===== config.mk =====
export PLATFORM = sky130hd
export DESIGN_NAME = adrv9009_rsp_capture
export DESIGN_NICKNAME = d
export VERILOG_FILES = /design/src/rtl/adrv9009_rsp_capture.sv
export SDC_FILE = /design/constraint.sdc
export NUM_CORES = 1
export LEC_CHECK = 0
export CAP_MARGIN = 40
export CORE_ASPECT_RATIO = 1.5
export CORE_UTILIZATION = 30
export CTS_CLUSTER_SIZE = 28
export DETAILED_ROUTE_END_ITERATION = 10
export PLACE_DENSITY = 0.49
export SYNTH_ARGS = -nofsm -noshare
export SYNTH_HDL_FRONTEND = slang
export SYNTH_SLANG_ARGS = --single-unit

===== constraint.sdc =====
create_clock -name clk -period 3.3 [get_ports clk]
set_clock_uncertainty 0.05 [all_clocks]
set_input_delay 0.825 -clock clk [delete_from_list [all_inputs] [get_ports clk]]
set_output_delay 0.825 -clock clk [all_outputs]
set_load 0.01 [all_outputs]

===== src/rtl/adrv9009_rsp_capture.sv =====
// adrv9009_rsp_capture
//   Triggered snapshot buffer for the ADRV9009 receive-path output stream.
//   On arm it records a pre-trigger history into a circular RAM, fires on a
//   signed rising crossing of threshold, records the post-trigger samples and
//   then streams the whole window out oldest-first on request.
//
// Ports
//   clk        system clock, one sample per rising edge
//   reset      synchronous, active-high
//   in         signed sample from the receiver signal path
//   arm        single-cycle pulse, starts a capture (IDLE or DONE only)
//   threshold  signed trigger level, held stable while busy
//   rd_en      readout request, one sample per asserted cycle (DONE only)
//   busy       high in PRE_FILL, ARMED and POST
//   triggered  high from the trigger cycle until the capture ends
//   done       high while the window is ready for readout
//   rd_data    readout sample (holds between reads)
//   rd_valid   rd_data valid, one cycle after rd_en
//   rd_last    final sample of the window, coincident with rd_valid
//
// state    | meaning
// ---------+---------------------------------------------------------
// IDLE     | waiting for arm
// PRE_FILL | collecting the pre-trigger history, crossings ignored
// ARMED    | circular overwrite, watching for a rising crossing
// POST     | collecting samples after the trigger
// DONE     | window frozen, readout via rd_en

module adrv9009_rsp_capture #(
    parameter int DATA_W = 16,
    parameter int DEPTH  = 64,
    parameter int ADDR_W = 6,
    parameter int PRE    = 16
) (
    input  logic                     clk,
    input  logic                     reset,
    input  logic signed [DATA_W-1:0] in,
    input  logic                     arm,
    input  logic signed [DATA_W-1:0] threshold,
    input  logic                     rd_en,
    output logic                     busy,
    output logic                     triggered,
    output logic                     done,
    output logic signed [DATA_W-1:0] rd_data,
    output logic                     rd_valid,
    output logic                     rd_last
);

    localparam int CNT_W = ADDR_W + 1;
    localparam logic [CNT_W-1:0]  PRE_LAST  = CNT_W'(PRE - 1);
    localparam logic [CNT_W-1:0]  POST_LAST = CNT_W'(DEPTH - PRE - 1);
    localparam logic [ADDR_W-1:0] RD_LAST   = ADDR_W'(DEPTH - 1);

    typedef enum logic [2:0] {
        IDLE,
        PRE_FILL,
        ARMED,
        POST,
        DONE
    } state_t;

    state_t                     state;
    logic signed [DATA_W-1:0]   mem [DEPTH];
    logic [ADDR_W-1:0]          wr_ptr;
    logic [ADDR_W-1:0]          rd_ptr;
    logic [ADDR_W-1:0]          rd_cnt;
    logic [CNT_W-1:0]           pre_cnt;
    logic [CNT_W-1:0]           post_cnt;
    logic signed [DATA_W-1:0]   prev_in;
    logic                       prev_valid;
    logic                       wr_en;
    logic                       trig_hit;
    logic                       start;

    assign wr_en    = (state == PRE_FILL) || (state == ARMED) || (state == POST);
    assign trig_hit = prev_valid && (prev_in < threshold) && (in >= threshold);
    assign start    = arm && ((state == IDLE) || (state == DONE));

    // RAM is deliberately not reset; the reset gate only stops a stray write
    // on the abort edge.
    always_ff @(posedge clk) begin
        if (wr_en && !reset) begin
            mem[wr_ptr] <= in;
        end
    end

    always_ff @(posedge clk) begin
        if (reset) begin
            state      <= IDLE;
            wr_ptr     <= '0;
            rd_ptr     <= '0;
            rd_cnt     <= '0;
            pre_cnt    <= '0;
            post_cnt   <= '0;
            prev_in    <= '0;
            prev_valid <= 1'b0;
            busy       <= 1'b0;
            triggered  <= 1'b0;
            done       <= 1'b0;
            rd_data    <= '0;
            rd_valid   <= 1'b0;
            rd_last    <= 1'b0;
        end else begin
            rd_valid <= 1'b0;
            rd_last  <= 1'b0;

            if (wr_en) begin
                wr_ptr     <= wr_ptr + 1'b1;
                prev_in    <= in;
                prev_valid <= 1'b1;
            end

            if (start) begin
                // A new arm in DONE throws the window away; a same-cycle
                // rd_en is dropped.
                state      <= (PRE == 0) ? ARMED : PRE_FILL;
                wr_ptr     <= '0;
                pre_cnt    <= '0;
                post_cnt   <= '0;
                rd_cnt     <= '0;
                prev_valid <= 1'b0;
                busy       <= 1'b1;
                triggered  <= 1'b0;
                done       <= 1'b0;
            end else begin
                case (state)
                    IDLE: begin
                    end

                    PRE_FILL: begin
                        pre_cnt <= pre_cnt + 1'b1;
                        if (pre_cnt == PRE_LAST) begin
                            state <= ARMED;
                        end
                    end

                    ARMED: begin
                        if (trig_hit) begin
                            post_cnt <= CNT_W'(1);
                            if (DEPTH - PRE == 1) begin
                                state     <= DONE;
                                busy      <= 1'b0;
                                done      <= 1'b1;
                                rd_ptr    <= wr_ptr + 1'b1;
                                rd_cnt    <= '0;
                            end else begin
                                state     <= POST;
                                triggered <= 1'b1;
                            end
                        end
                    end

                    POST: begin
                        post_cnt <= post_cnt + 1'b1;
                        if (post_cnt == POST_LAST) begin
                            // Oldest sample sits where the next write would go.
                            state     <= DONE;
                            busy      <= 1'b0;
                            triggered <= 1'b0;
                            done      <= 1'b1;
                            rd_ptr    <= wr_ptr + 1'b1;
                            rd_cnt    <= '0;
                        end
                    end

                    DONE: begin
                        if (rd_en) begin
                            rd_data  <= mem[rd_ptr];
                            rd_valid <= 1'b1;
                            rd_ptr   <= rd_ptr + 1'b1;
                            rd_cnt   <= rd_cnt + 1'b1;
                            if (rd_cnt == RD_LAST) begin
                                rd_last <= 1'b1;
                                done    <= 1'b0;
                                state   <= IDLE;
                            end
                        end
                    end

                    default: state <= IDLE;
                endcase
            end
        end
    end

endmodule


==> impl_summary.txt, run 1 <==
----------------------------------------------------
[Power and ir drop]
  Final Total Pwr ... 0.02786 W
  Combinational fraction of design power ... 2.4%
  Switching share of total power ... 20.26%
  IR drop worst, VDD ... 0.0004048 V
  Static power due to leakage ... 15.42 nW
  Total power divided by cell area ... 549.5 nW/um2
  Internal power ... around 0.022 W
  Share of power burned in registers ... a little over half
  Clock network fraction of design power ... 42.8%
  Switching component of the power ... 0.005645 W

[Detailed routing]
  Via density per instance ... 4.894
  Routed wire length per instance ... about 26 um
  Antenna-violating nets left ... 0
  Final wirelength ... 112000 um
  Pre-Repair DR Iteration Count ... 5
  Drt first-iter violations ... 1677
  Via count ... 20890
  Drc violations ... 0

[Yosys]
  Syn avg cell area ... 20.54 um2
  Post-synth EDFFs ... just over 1000
  Largest area contributor in the netlist ... edfxtp_1
  Count leader, synth ... edfxtp_1
  Number of cells produced by synthesis ... 2083
  Net count of the mapped netlist ... about 2200
  List of most frequent post-synthesis cells ... edfxtp_1, mux4_2, nor2_1, nand2_1, dfxtp_1
  Mapped cell area ... 42790 um2
  Number of flip-flops and latches in the synthesized netlist ... 1097
  Seq/Total Area, Yosys ... 75.28%
  Async SR Flop Fraction ... 0%
  Proportion of netlist area held by the largest area contributor ... 71.87%
  Predominant post-synthesis flop cell ... edfxtp_1
  Number of warnings printed during yosys synthesis ... 0
  Synth top area cells ... edfxtp_1, mux4_2, dfxtp_1
  Number of distinct library cells after synthesis ... between 50 and 60

[Global route]
  Leftover overflow at the end of global routing ... 0
  Total track usage ... around 16%
  Number of global-route vias before repair ... 22170
  Largest net degree at the start of global routing ... 66
  Wire length of the first global-routing pass ... 161400 um
  Initial antenna violation count ... 6

[Placement]
  Count of input and output buffers ... 56
  Placed wire-length estimate ... between 70000 and 80000 um
  Final GP Congestion ... 0.7855

[Clock network]
  Post-CTS resize count ... 0
  Post-CTS Setup Inserts ... 0
  Number of clock sinks ... roughly 1100
  Number of clock buffers inserted by TritonCTS ... 101
  Master cell of the clock root buffer ... clkbuf_16
  Hold buffers post-CTS ... 0
  CTS HTree Levels ... 3
  CTS tree ... built
  Clock insertion delay at the later pin of the skew report ... 720 ps
  Maximum count of clock buffers along a single path ... 3
  CTS clk-pin slew, worst paths ... 70 ps

[Run status]
  Result of the run ... finished, final reports clean

[Setup path]
  Required time worst endpoint ... 3810 ps
  Destination of the critical timing path ... post_cnt[1]
  Kind of start point of the critical path ... input port
  Worst r2r path cells ... 6
  Worst r2r dst ... mem[1][11]
  FF-to-FF Start ... state[0]
  Crit-path max FO ... 5
  Type of destination of the critical path ... register
  Crit Path Class ... in -> reg
  Launching element of the worst setup path ... threshold[11]
  Worst reg2reg setup slack ... 360 ps
  Worst Path Arrival ... 3460 ps

[Floorplanning]
  Row count ... 169
  Starting utilization of the core area ... between 30% and 40%
  Die X-Extent ... 310.4 um
  Io pins ... between 50 and 60
  Chip Height ... 464.5 um
  Die Outline Area ... 144200 um2
  Standard cell core area ... 141500 um2

[Timing]
  Setup repair after global routing missed its margin ... no
  Post-route minimum period ... 2951 ps
  Count of endpoints failing hold in the final timing report ... 0
  Slew @ Worst Pin ... 852.9 ps
  Worst-case headroom to the max-slew limit ... 43.14%
  Finish-stage setup viols ... 0
  Share of the cycle needed by the critical path after routing ... about nine tenths
  Maximum operating frequency ... 338.9 MHz
  Slew Limit Fails ... 0

[Final layout]
  Area growth from synthesis to final layout ... 18.49%
  Utilization after layout ... 35.84%
  Share of cells above drive strength 1 ... a little over a quarter
  Layout net count ... 2374
  Fillers ... 12970

[Flow run]
  Number of max-cap violations ... 0

[Worst hold path]
  Worst min path class ... reg -> reg

----------------------------------------------------
==> power groups by stage <==
stage / combinational (W) / clock (W) / sequential (W)
after global placement: 0.000650 / 0 / 0.0156
final: 0.000676 / 0.0119 / 0.0153
after global routing: 0.000732 / 0.0127 / 0.0153
after floorplan: 0.000220 / 0 / 0.0155
after CTS: 0.000689 / 0.0122 / 0.0153
after detailed placement: 0.000687 / 0 / 0.0156
==> how the worst min path moves through the flow <==
stage	end	cells after the start	start	slack, ps
2_1_floorplan	prev_in[0]	2	prev_in[0]	380
3_3_place_gp	prev_valid	2	prev_valid	400
3_5_place_dp	prev_in[0]	2	prev_in[0]	410
4_1_cts	prev_in[0]	2	prev_in[0]	420
5_1_grt	prev_in[0]	2	prev_in[0]	450
6_report	prev_in[0]	2	prev_in[0]	430
==> per-layer routing <==
metal | up-vias | global-route usage, % | wire length (um)
met3 | 115 | 2.147 | 3996
met2 | 468 | 28.73 | 60260
met4 | 2 | 4.344 | 2853
li1 | 9020 | - | -
met1 | 11290 | 19.38 | 44860
met5 | - | 0 | 13
==> stage by stage <==
stage | cells | hold slack, ps | setup TNS [ps] | instance area (um2) | setup slack, ps
2_1_floorplan | 2083 | 381.2 | 0 | 42790 | 458.8
3_3_place_gp | 4079 | 402.2 | -1996 | 47320 | -282.1
3_5_place_dp | 4080 | 406.1 | -2847 | 47350 | -353.0
4_1_cts | 4267 | 424.7 | 0 | 50690 | 362.8
5_1_grt | 4268 | 450.1 | 0 | 50700 | 179.7
6_report | 4269 | 425.1 | 0 | 50700 | 348.9
==> cell type report <==
cell class / instances / area (um2) / share of cell area (%)
well taps: 1881 / 2354 / 4.642
clock inverters: 70 / 715.7 / 1.412
inverters: 25 / 93.84 / 0.1851
clock buffers: 117 / 2630 / 5.187
multi-input cells: 856 / 10040 / 19.80
diodes: 2 / 5.005 / 0.009871
flip-flops and latches: 1097 / 32220 / 63.56
repair buffers: 221 / 2640 / 5.207
==> worst max-delay path: stages <==
cell and delay, ps:
clkdlybuf4s50_1 450, inv_1 50, ha_1 320, nand4_1 170, or4_1 580, o31ai_1 220
a22oi_1 160, o31ai_1 510, o21ai_0 180
==> cell families (layout without fill, tap and decap cells) <==
kind of cell / after synthesis / in the layout / share of synthesized area (%)
other cells: 0 / 2 / 0
buf+inv: 130 / 433 / 1.357
compound gates: 161 / 161 / 2.544
fa+ha+maj: 36 / 36 / 1.053
xor+xnor: 22 / 22 / 0.4503
simple gates: 316 / 316 / 3.351
flops: 1097 / 1097 / 75.28
mux: 321 / 321 / 15.96
==> flip-flops by register name, indices dropped and copies added (netlist names) <==
name	count
prev_in	16
rd_last	1
mem	1024
rd_valid	1
rd_cnt	6
rd_ptr	6
rd_data	16
triggered	1
prev_valid	1
wr_ptr	6
post_cnt	7
busy	1
done	1
state	3
pre_cnt	7
==> layout by cell type, fill, tap and decap left out, types with 10 or more instances in the layout <==
| cell type | instances |
|---|---|
| a2111oi_2 | 10 |
| a21oi_1 | 57 |
| a22oi_1 | 35 |
| buf_12 | 72 |
| buf_2 | 16 |
| buf_4 | 92 |
| bufinv_16 | 14 |
| clkbuf_1 | 14 |
| clkbuf_16 | 103 |
| clkdlybuf4s50_1 | 40 |
| clkinv_1 | 25 |
| clkinv_2 | 21 |
| dfxtp_1 | 69 |
| edfxtp_1 | 1024 |
| ha_1 | 36 |
| inv_1 | 25 |
| mux2i_1 | 31 |
| mux4_2 | 289 |
| nand2_1 | 88 |
| nand3_1 | 17 |
| nand4_1 | 16 |
| nor2_1 | 119 |
| nor2_2 | 13 |
| nor2b_1 | 20 |
| o21ai_0 | 18 |
| o21ai_1 | 11 |
| xor2_1 | 14 |
No activity file was read; power rests on OpenSTA's default activity.
==> run 2, diff against run 1 <==
--- a/config.mk
+++ b/config.mk
@@ -7,10 +7,12 @@
 export LEC_CHECK = 0
 export CAP_MARGIN = 40
 export CORE_ASPECT_RATIO = 1.5
+export CORE_MARGIN = 2
 export CORE_UTILIZATION = 30
 export CTS_CLUSTER_SIZE = 28
 export DETAILED_ROUTE_END_ITERATION = 10
 export PLACE_DENSITY = 0.49
+export RECOVER_POWER = 100
 export SYNTH_ARGS = -nofsm -noshare
 export SYNTH_HDL_FRONTEND = slang
 export SYNTH_SLANG_ARGS = --single-unit
==> run 2 against run 1 <==
  * The run now ends with max-capacitance violations, max-slew violations left
  * Maximum frequency is 5.3% lower
  * Sequential cell count is the same
  * Cell area decreased by 1.6%
  * Setup slack worse by 160 ps
  * Count of clock-buffer cells in the layout increased by 9
  * Total power down 0.63%
  * Sequential power hardly changed
  * Via count hardly changed
  * Clock power is essentially flat
  * Sequential share of layout area is 1.0 points higher
  * Critical path type is now reg -> reg
  * Largest cell class unchanged
==> impl_summary.txt, run 2 (synthesized netlist as in run 1, its figures left out) <==
----------------------------------------------------
[Run status]
  Result of the run ... complete, but fails checks
  Failing checks ... max-capacitance violations, max-slew violations

[Floorplanning]
  Row count ... 169 (unchanged)
  Die X-Extent ... 312.4 um (+0.64%)
  Starting utilization of the core area ... 30.25% (unchanged)
  Standard cell core area ... 141500 um2 (unchanged)
  Chip Height ... 466.5 um (+0.43%)
  Io pins ... 57 (unchanged)
  Die Outline Area ... 145700 um2 (+1.1%)

[Setup path]
  Launching element of the worst setup path ... rd_ptr[0]
  Kind of start point of the critical path ... register
  Crit Path Class ... reg -> reg
  Destination of the critical timing path ... rd_data[14]
  Slowest stage cell, crit path ... dfxtp_4
  Crit-path max FO ... 15 (+10)
  Worst path max stage delay ... 590 ps (about the same)
  Worst reg2reg setup slack ... 190 ps (-170 ps)
  FF-to-FF Start ... rd_ptr[0]
  Type of destination of the critical path ... register
  Ordered cell list for the critical path ... buf_12, clkbuf_4, mux4_2, a22oi_1, nand2_1, a21oi_1, clkbuf_2, o21ai_1
  Worst r2r path cells ... 8 (+2)
  Worst Path Arrival ... 3640 ps (+180 ps)
  Required time worst endpoint ... 3820 ps (about the same)
  Worst r2r dst ... rd_data[14]

[Clock network]
  Hold buffers post-CTS ... 0 (unchanged)
  Post-CTS Setup Inserts ... 0 (unchanged)
  Master cell of the clock root buffer ... clkbuf_16
  Post-CTS resize count ... 0 (unchanged)
  CTS tree ... built
  Number of clock buffers inserted by TritonCTS ... 103 (+2.0%)
  Clock insertion delay at the later pin of the skew report ... 710 ps (about the same)
  Maximum count of clock buffers along a single path ... 3 (unchanged)
  CTS clk-pin slew, worst paths ... 70 ps (about the same)
  CTS HTree Levels ... 3 (unchanged)
  Number of clock sinks ... 1097 (unchanged)

[Detailed routing]
  Routed wire length per instance ... 26.15 um (-0.31%)
  Final wirelength ... 111800 um (-0.20%)
  Drc violations ... 0 (unchanged)
  Via density per instance ... 4.886 (-0.16%)
  Antenna-violating nets left ... 0 (unchanged)
  Via count ... 20880 (-0.038%)
  Pre-Repair DR Iteration Count ... 6 (+1)
  Drt first-iter violations ... 1890 (+13%)

[Global route]
  Total track usage ... 15.40% (-0.41 points)
  Largest net degree at the start of global routing ... 66 (unchanged)
  Leftover overflow at the end of global routing ... 0 (unchanged)
  Wire length of the first global-routing pass ... 160500 um (-0.51%)
  Number of global-route vias before repair ... 22170 (+0.0090%)
  Initial antenna violation count ... 9 (+3)

[Final layout]
  Most frequent cells in the layout ... edfxtp_1, mux4_2, nor2_1
  Fillers ... 13090 (+0.89%)
  Biggest registers after layout ... mem: 1024 flops, prev_in: 16 flops, rd_data: 16 flops
  Share of cells above drive strength 1 ... 25.46% (-2.0 points)
  Area used by multi-input combinational logic ... 10030 um2 (about the same)
  Utilization after layout ... 35.26% (-0.58 points)
  Area growth from synthesis to final layout ... 16.59%
  Most common cell after layout, fill and taps aside ... edfxtp_1
  Max reg flops ... 1024 (unchanged)
  Area taken by flip-flops and latches ... 32220 um2 (unchanged)
  Most flops, register ... mem
  Layout net count ... 2376 (+0.084%)

[Power and ir drop]
  IR drop worst, VDD ... 0.0003926 V (-3.0%)
  Static power due to leakage ... 15.19 nW (-1.5%)
  Total power divided by cell area ... 555.0 nW/um2 (+0.99%)
  Final Total Pwr ... 0.02769 W (-0.63%)

[Timing]
  Slew Limit Fails ... 788 (+788)
  Worst-case headroom to the max-slew limit ... -37.07% (-80 points)
  Finish-stage setup viols ... 0 (unchanged)
  Slew @ Worst Pin ... 2056 ps (+1203 ps)
  Post-route minimum period ... 3115 ps (+163.7 ps)
  Count of endpoints failing hold in the final timing report ... 0 (unchanged)
  Share of the cycle needed by the critical path after routing ... 94.39% (+5.0 points)
  Setup repair after global routing missed its margin ... no
  Maximum operating frequency ... 321.1 MHz (-5.3%)

[Flow run]
  Number of max-cap violations ... 13 (+13)

[Placement]
  Count of input and output buffers ... 56 (unchanged)
  Placed wire-length estimate ... 70070 um (-0.45%)
  Final GP Congestion ... 0.7771 (-1.1%)

[Worst hold path]
  Worst min path class ... reg -> reg

----------------------------------------------------
run 2: worst min-delay path by stage:
stage | start | endpoint | slack [ps] | cells past startpoint
after floorplan | prev_in[0] | prev_in[0] | 380 | 2
after global placement | prev_valid | prev_valid | 410 | 2
after detailed placement | prev_in[5] | prev_in[5] | 410 | 2
after CTS | prev_in[2] | prev_in[2] | 430 | 2
after global routing | prev_in[2] | prev_in[2] | 450 | 2
final | prev_in[5] | prev_in[5] | 430 | 2
run 2: report_power, final:
part           switching, W  total [W]  internal (W)
combinational      0.000485   0.000656      0.000171
sequential        0.0000325     0.0153        0.0152
clock               0.00508     0.0118       0.00667
run 2: per-layer routing:
metal | share of wire, % | wire, um | GRT usage [%] | vias up
li1 | - | - | - | 9033
met1 | 38 | 42330 | 17.98 | 11160
met2 | 54 | 60590 | 28.64 | 542
met3 | 4.8 | 5352 | 2.166 | 144
met4 | 3.1 | 3476 | 5.434 | 2
met5 | 0.012 | 13 | 0 | -
run 2: worst max-delay path: cells and delay by family (launching register included):
kind	cells	cell delay, ps
AOI/OAI and AO/OA	3	580
and+or+nand+nor	1	280
muxes	1	570
DFF	1	590
buffers and inverters	3	880
run 2: area by class of cell:
class	count	area share, %
repair buffers	221	3.757
flip-flops and latches	1097	64.59
clock buffers	126	5.423
well taps	1881	4.718
diodes	5	0.02508
inverters	25	0.1881
clock inverters	63	1.186
multi-input cells	856	20.11
run 2: stage by stage:
stage | instances | worst slack (ps) | hold WS [ps] | instance area, um2 | TNS, ps
3_3_place_gp | 4075 | -253.6 | 409.3 | 47210 | -2186
5_1_grt | 4270 | 57.01 | 450.1 | 49880 | 0
2_1_floorplan | 2083 | 458.8 | 381.2 | 42790 | 0
6_report | 4274 | 185.2 | 426.9 | 49890 | 0
4_1_cts | 4269 | 292.1 | 430.3 | 50590 | 0
3_5_place_dp | 4080 | -401.5 | 414.4 | 47300 | -18290
==> run 3, diff against run 2 <==
--- a/config.mk
+++ b/config.mk
@@ -11,6 +11,7 @@
 export CORE_UTILIZATION = 30
 export CTS_CLUSTER_SIZE = 28
 export DETAILED_ROUTE_END_ITERATION = 10
+export MAX_ROUTING_LAYER = met4
 export PLACE_DENSITY = 0.49
 export RECOVER_POWER = 100
 export SYNTH_ARGS = -nofsm -noshare
==> run 3 against run 2 <==
  * The flow still finishes with violations (max-capacitance violations, max-slew violations)
  * Maximum frequency increased by 1.4%
  * Largest power group unchanged
  * Combinational power about the same
  * Non-clock buffer count unchanged
  * Register-to-register slack improved by 40 ps
==> impl_summary.txt, run 3 (synthesized netlist as in run 1, its figures left out) <==
----------------------------------------------------
[Placement]
  Count of input and output buffers ... 56 (unchanged)
  Placed wire-length estimate ... 70070 um (unchanged)
  Post-placement cell area ... 47300 um2 (unchanged)
  Final GP Congestion ... 0.7877 (+1.4%)

[Final layout]
  Most flops, register ... mem
  Area growth from synthesis to final layout ... 16.67% (about the same)
  Layout net count ... 2376 (unchanged)
  Most common cell after layout, fill and taps aside ... edfxtp_1
  Final cell area excluding filler cells ... 49920 um2 (about the same)
  Max reg flops ... 1024 (unchanged)
  Most frequent cells in the layout ... edfxtp_1, mux4_2, nor2_1
  Share of cells above drive strength 1 ... 25.46% (unchanged)
  Biggest registers after layout ... mem: 1024 flops, prev_in: 16 flops, rd_data: 16 flops

[Clock network]
  CTS tree ... built
  Clock insertion delay at the later pin of the skew report ... 710 ps (about the same)
  CTS clk-pin slew, worst paths ... 70 ps (about the same)
  CTS HTree Levels ... 3 (unchanged)
  Number of clock sinks ... 1097 (unchanged)
  Master cell of the clock root buffer ... clkbuf_16
  Post-CTS Setup Inserts ... 0 (unchanged)
  Number of clock buffers inserted by TritonCTS ... 103 (unchanged)
  Hold buffers post-CTS ... 0 (unchanged)
  Maximum count of clock buffers along a single path ... 3 (unchanged)
  Post-CTS resize count ... 0 (unchanged)

[Run status]
  Failing checks ... max-capacitance violations, max-slew violations
  Result of the run ... complete, but fails checks

[Power and ir drop]
  Static power due to leakage ... 15.19 nW (about the same)
  Total power divided by cell area ... 554.6 nW/um2 (about the same)
  Internal power ... 0.02209 W (unchanged)
  Clock network fraction of design power ... 42.4% (about the same)
  Share of power burned in registers ... 55.2% (about the same)
  Switching component of the power ... 0.005597 W (about the same)
  IR drop worst, VDD ... 0.0003901 V (-0.65%)
  Combinational fraction of design power ... 2.4% (about the same)
  Switching share of total power ... 20.22% (about the same)

[Detailed routing]
  Drc violations ... 0 (unchanged)
  Drt first-iter violations ... 1824 (-3.5%)
  Antenna-violating nets left ... 0 (unchanged)
  Via density per instance ... 4.880 (-0.13%)
  Via count ... 20850 (-0.18%)
  Highest metal layer with signal wires ... met4
  Pre-Repair DR Iteration Count ... 5 (-1)
  Final wirelength ... 111800 um (about the same)
  Met2 routed WL ... 60770 um (+0.28%)
  Routed wire length per instance ... 26.17 um (about the same)
  Sum of met3 wire segment lengths after detailed routing ... 5315 um (-0.69%)
  WL met1 ... 42280 um (-0.12%)

[Setup path]
  Required time worst endpoint ... 3580 ps (-240 ps)
  Slowest stage cell, crit path ... clkbuf_2
  Kind of start point of the critical path ... register
  Most used cell, CP ... clkbuf_2
  Worst path max stage delay ... 560 ps (-30 ps)
  Worst path bufs/invs ... 2 (-1)
  Crit Path Class ... reg -> reg
  Crit-path max FO ... 22 (+7)
  Type of destination of the critical path ... register
  Ordered cell list for the critical path ... nor2_1, or2_2, nor3_1, nand2_1, clkbuf_2, nor2_2, clkbuf_2
  Worst Path Arrival ... 3350 ps (-290 ps)
  Cell family with most CP delay ... simple AND/OR/NAND/NOR gates

[Global route]
  Wire length of the first global-routing pass ... 160500 um (about the same)
  Leftover overflow at the end of global routing ... 0 (unchanged)
  Largest net degree at the start of global routing ... 66 (unchanged)
  Total track usage ... 15.86% (+0.46 points)
  Initial antenna violation count ... 9 (unchanged)
  Number of global-route vias before repair ... 22160 (-0.045%)

[Timing]
  Finish-stage setup viols ... 0 (unchanged)
  Worst hold margin ... 426.9 ps (+0.06800 ps)
  Count of endpoints failing hold in the final timing report ... 0 (unchanged)
  Post-route minimum period ... 3070 ps (-44.47 ps)
  Worst-case headroom to the max-slew limit ... -35.60% (+1.5 points)
  Slew @ Worst Pin ... 2034 ps (-22.11 ps)
  Share of the cycle needed by the critical path after routing ... 93.04% (-1.3 points)
  Maximum operating frequency ... 325.7 MHz (+1.4%)
  Setup repair after global routing missed its margin ... no
  Slew Limit Fails ... 657 (-17%)

[Floorplanning]
  Die X-Extent ... 312.4 um (unchanged)
  Die Outline Area ... 145700 um2 (unchanged)
  Standard cell core area ... 141500 um2 (unchanged)
  Chip Height ... 466.5 um (unchanged)
  Starting utilization of the core area ... 30.25% (unchanged)
  Row count ... 169 (unchanged)
  Io pins ... 57 (unchanged)

[Flow run]
  Number of max-cap violations ... 11 (-2)

[Worst hold path]
  Worst min path class ... reg -> reg

----------------------------------------------------
## run 3: cell count changes in the layout (fill, tap and decap cells not counted), sizes merged
cell / change
clkbuf: -3
buf: +3
diode: -2
## run 3: power groups by stage
stage	clock network (W)	registers (W)	logic (W)
2_1_floorplan	0	0.0155	0.000220
3_3_place_gp	0	0.0156	0.000655
3_5_place_dp	0	0.0156	0.000688
4_1_cts	0.0120	0.0153	0.000690
5_1_grt	0.0126	0.0153	0.000717
6_report	0.0118	0.0153	0.000655
## run 3: cell type report
class / count / area [um2]
fillers: 13080 / 91540
flip-flops and latches: 1097 / 32220
well taps: 1881 / 2354
clock inverters: 63 / 591.8
diodes: 3 / 7.507
multi-input cells: 856 / 10030
inverters: 25 / 93.84
clock buffers: 126 / 2705
repair buffers: 221 / 1912
## run 3: final timing paths
check,start,endpoint,slack [ps],depth (start not counted)
max,state[0],mem[33][3],230,7
min,prev_in[5],prev_in[5],430,2
max reg2reg,state[0],mem[33][3],230,7
min reg2reg,prev_in[5],prev_in[5],430,2
## run 3: per-layer routing
metal,track usage [%],vias up
met5,-,-
met4,5.463,0
met3,2.171,140
met2,28.73,523
met1,17.88,11150
li1,-,9035
## run 3: through the flow
step	std cells	setup TNS, ps	total power [W]	util (%)	setup slack [ps]
final	4272	0	0.02768	35.29	229.7
after detailed placement	4080	-18290	0.01625	33.43	-401.5
after global routing	4271	0	0.02855	35.29	68.65
after global placement	4075	-2186	0.01622	33.37	-253.6
after floorplan	2083	0	0.01577	-	458.8
after CTS	4269	0	0.02800	35.76	292.1
## run 3: worst reg2reg max path, stage by stage, from the launching register on
cell and delay (ps):
dfxtp_1 490, nor2_1 120, or2_2 480, nor3_1 470, nand2_1 100, clkbuf_2 280, nor2_2 140, clkbuf_2 560
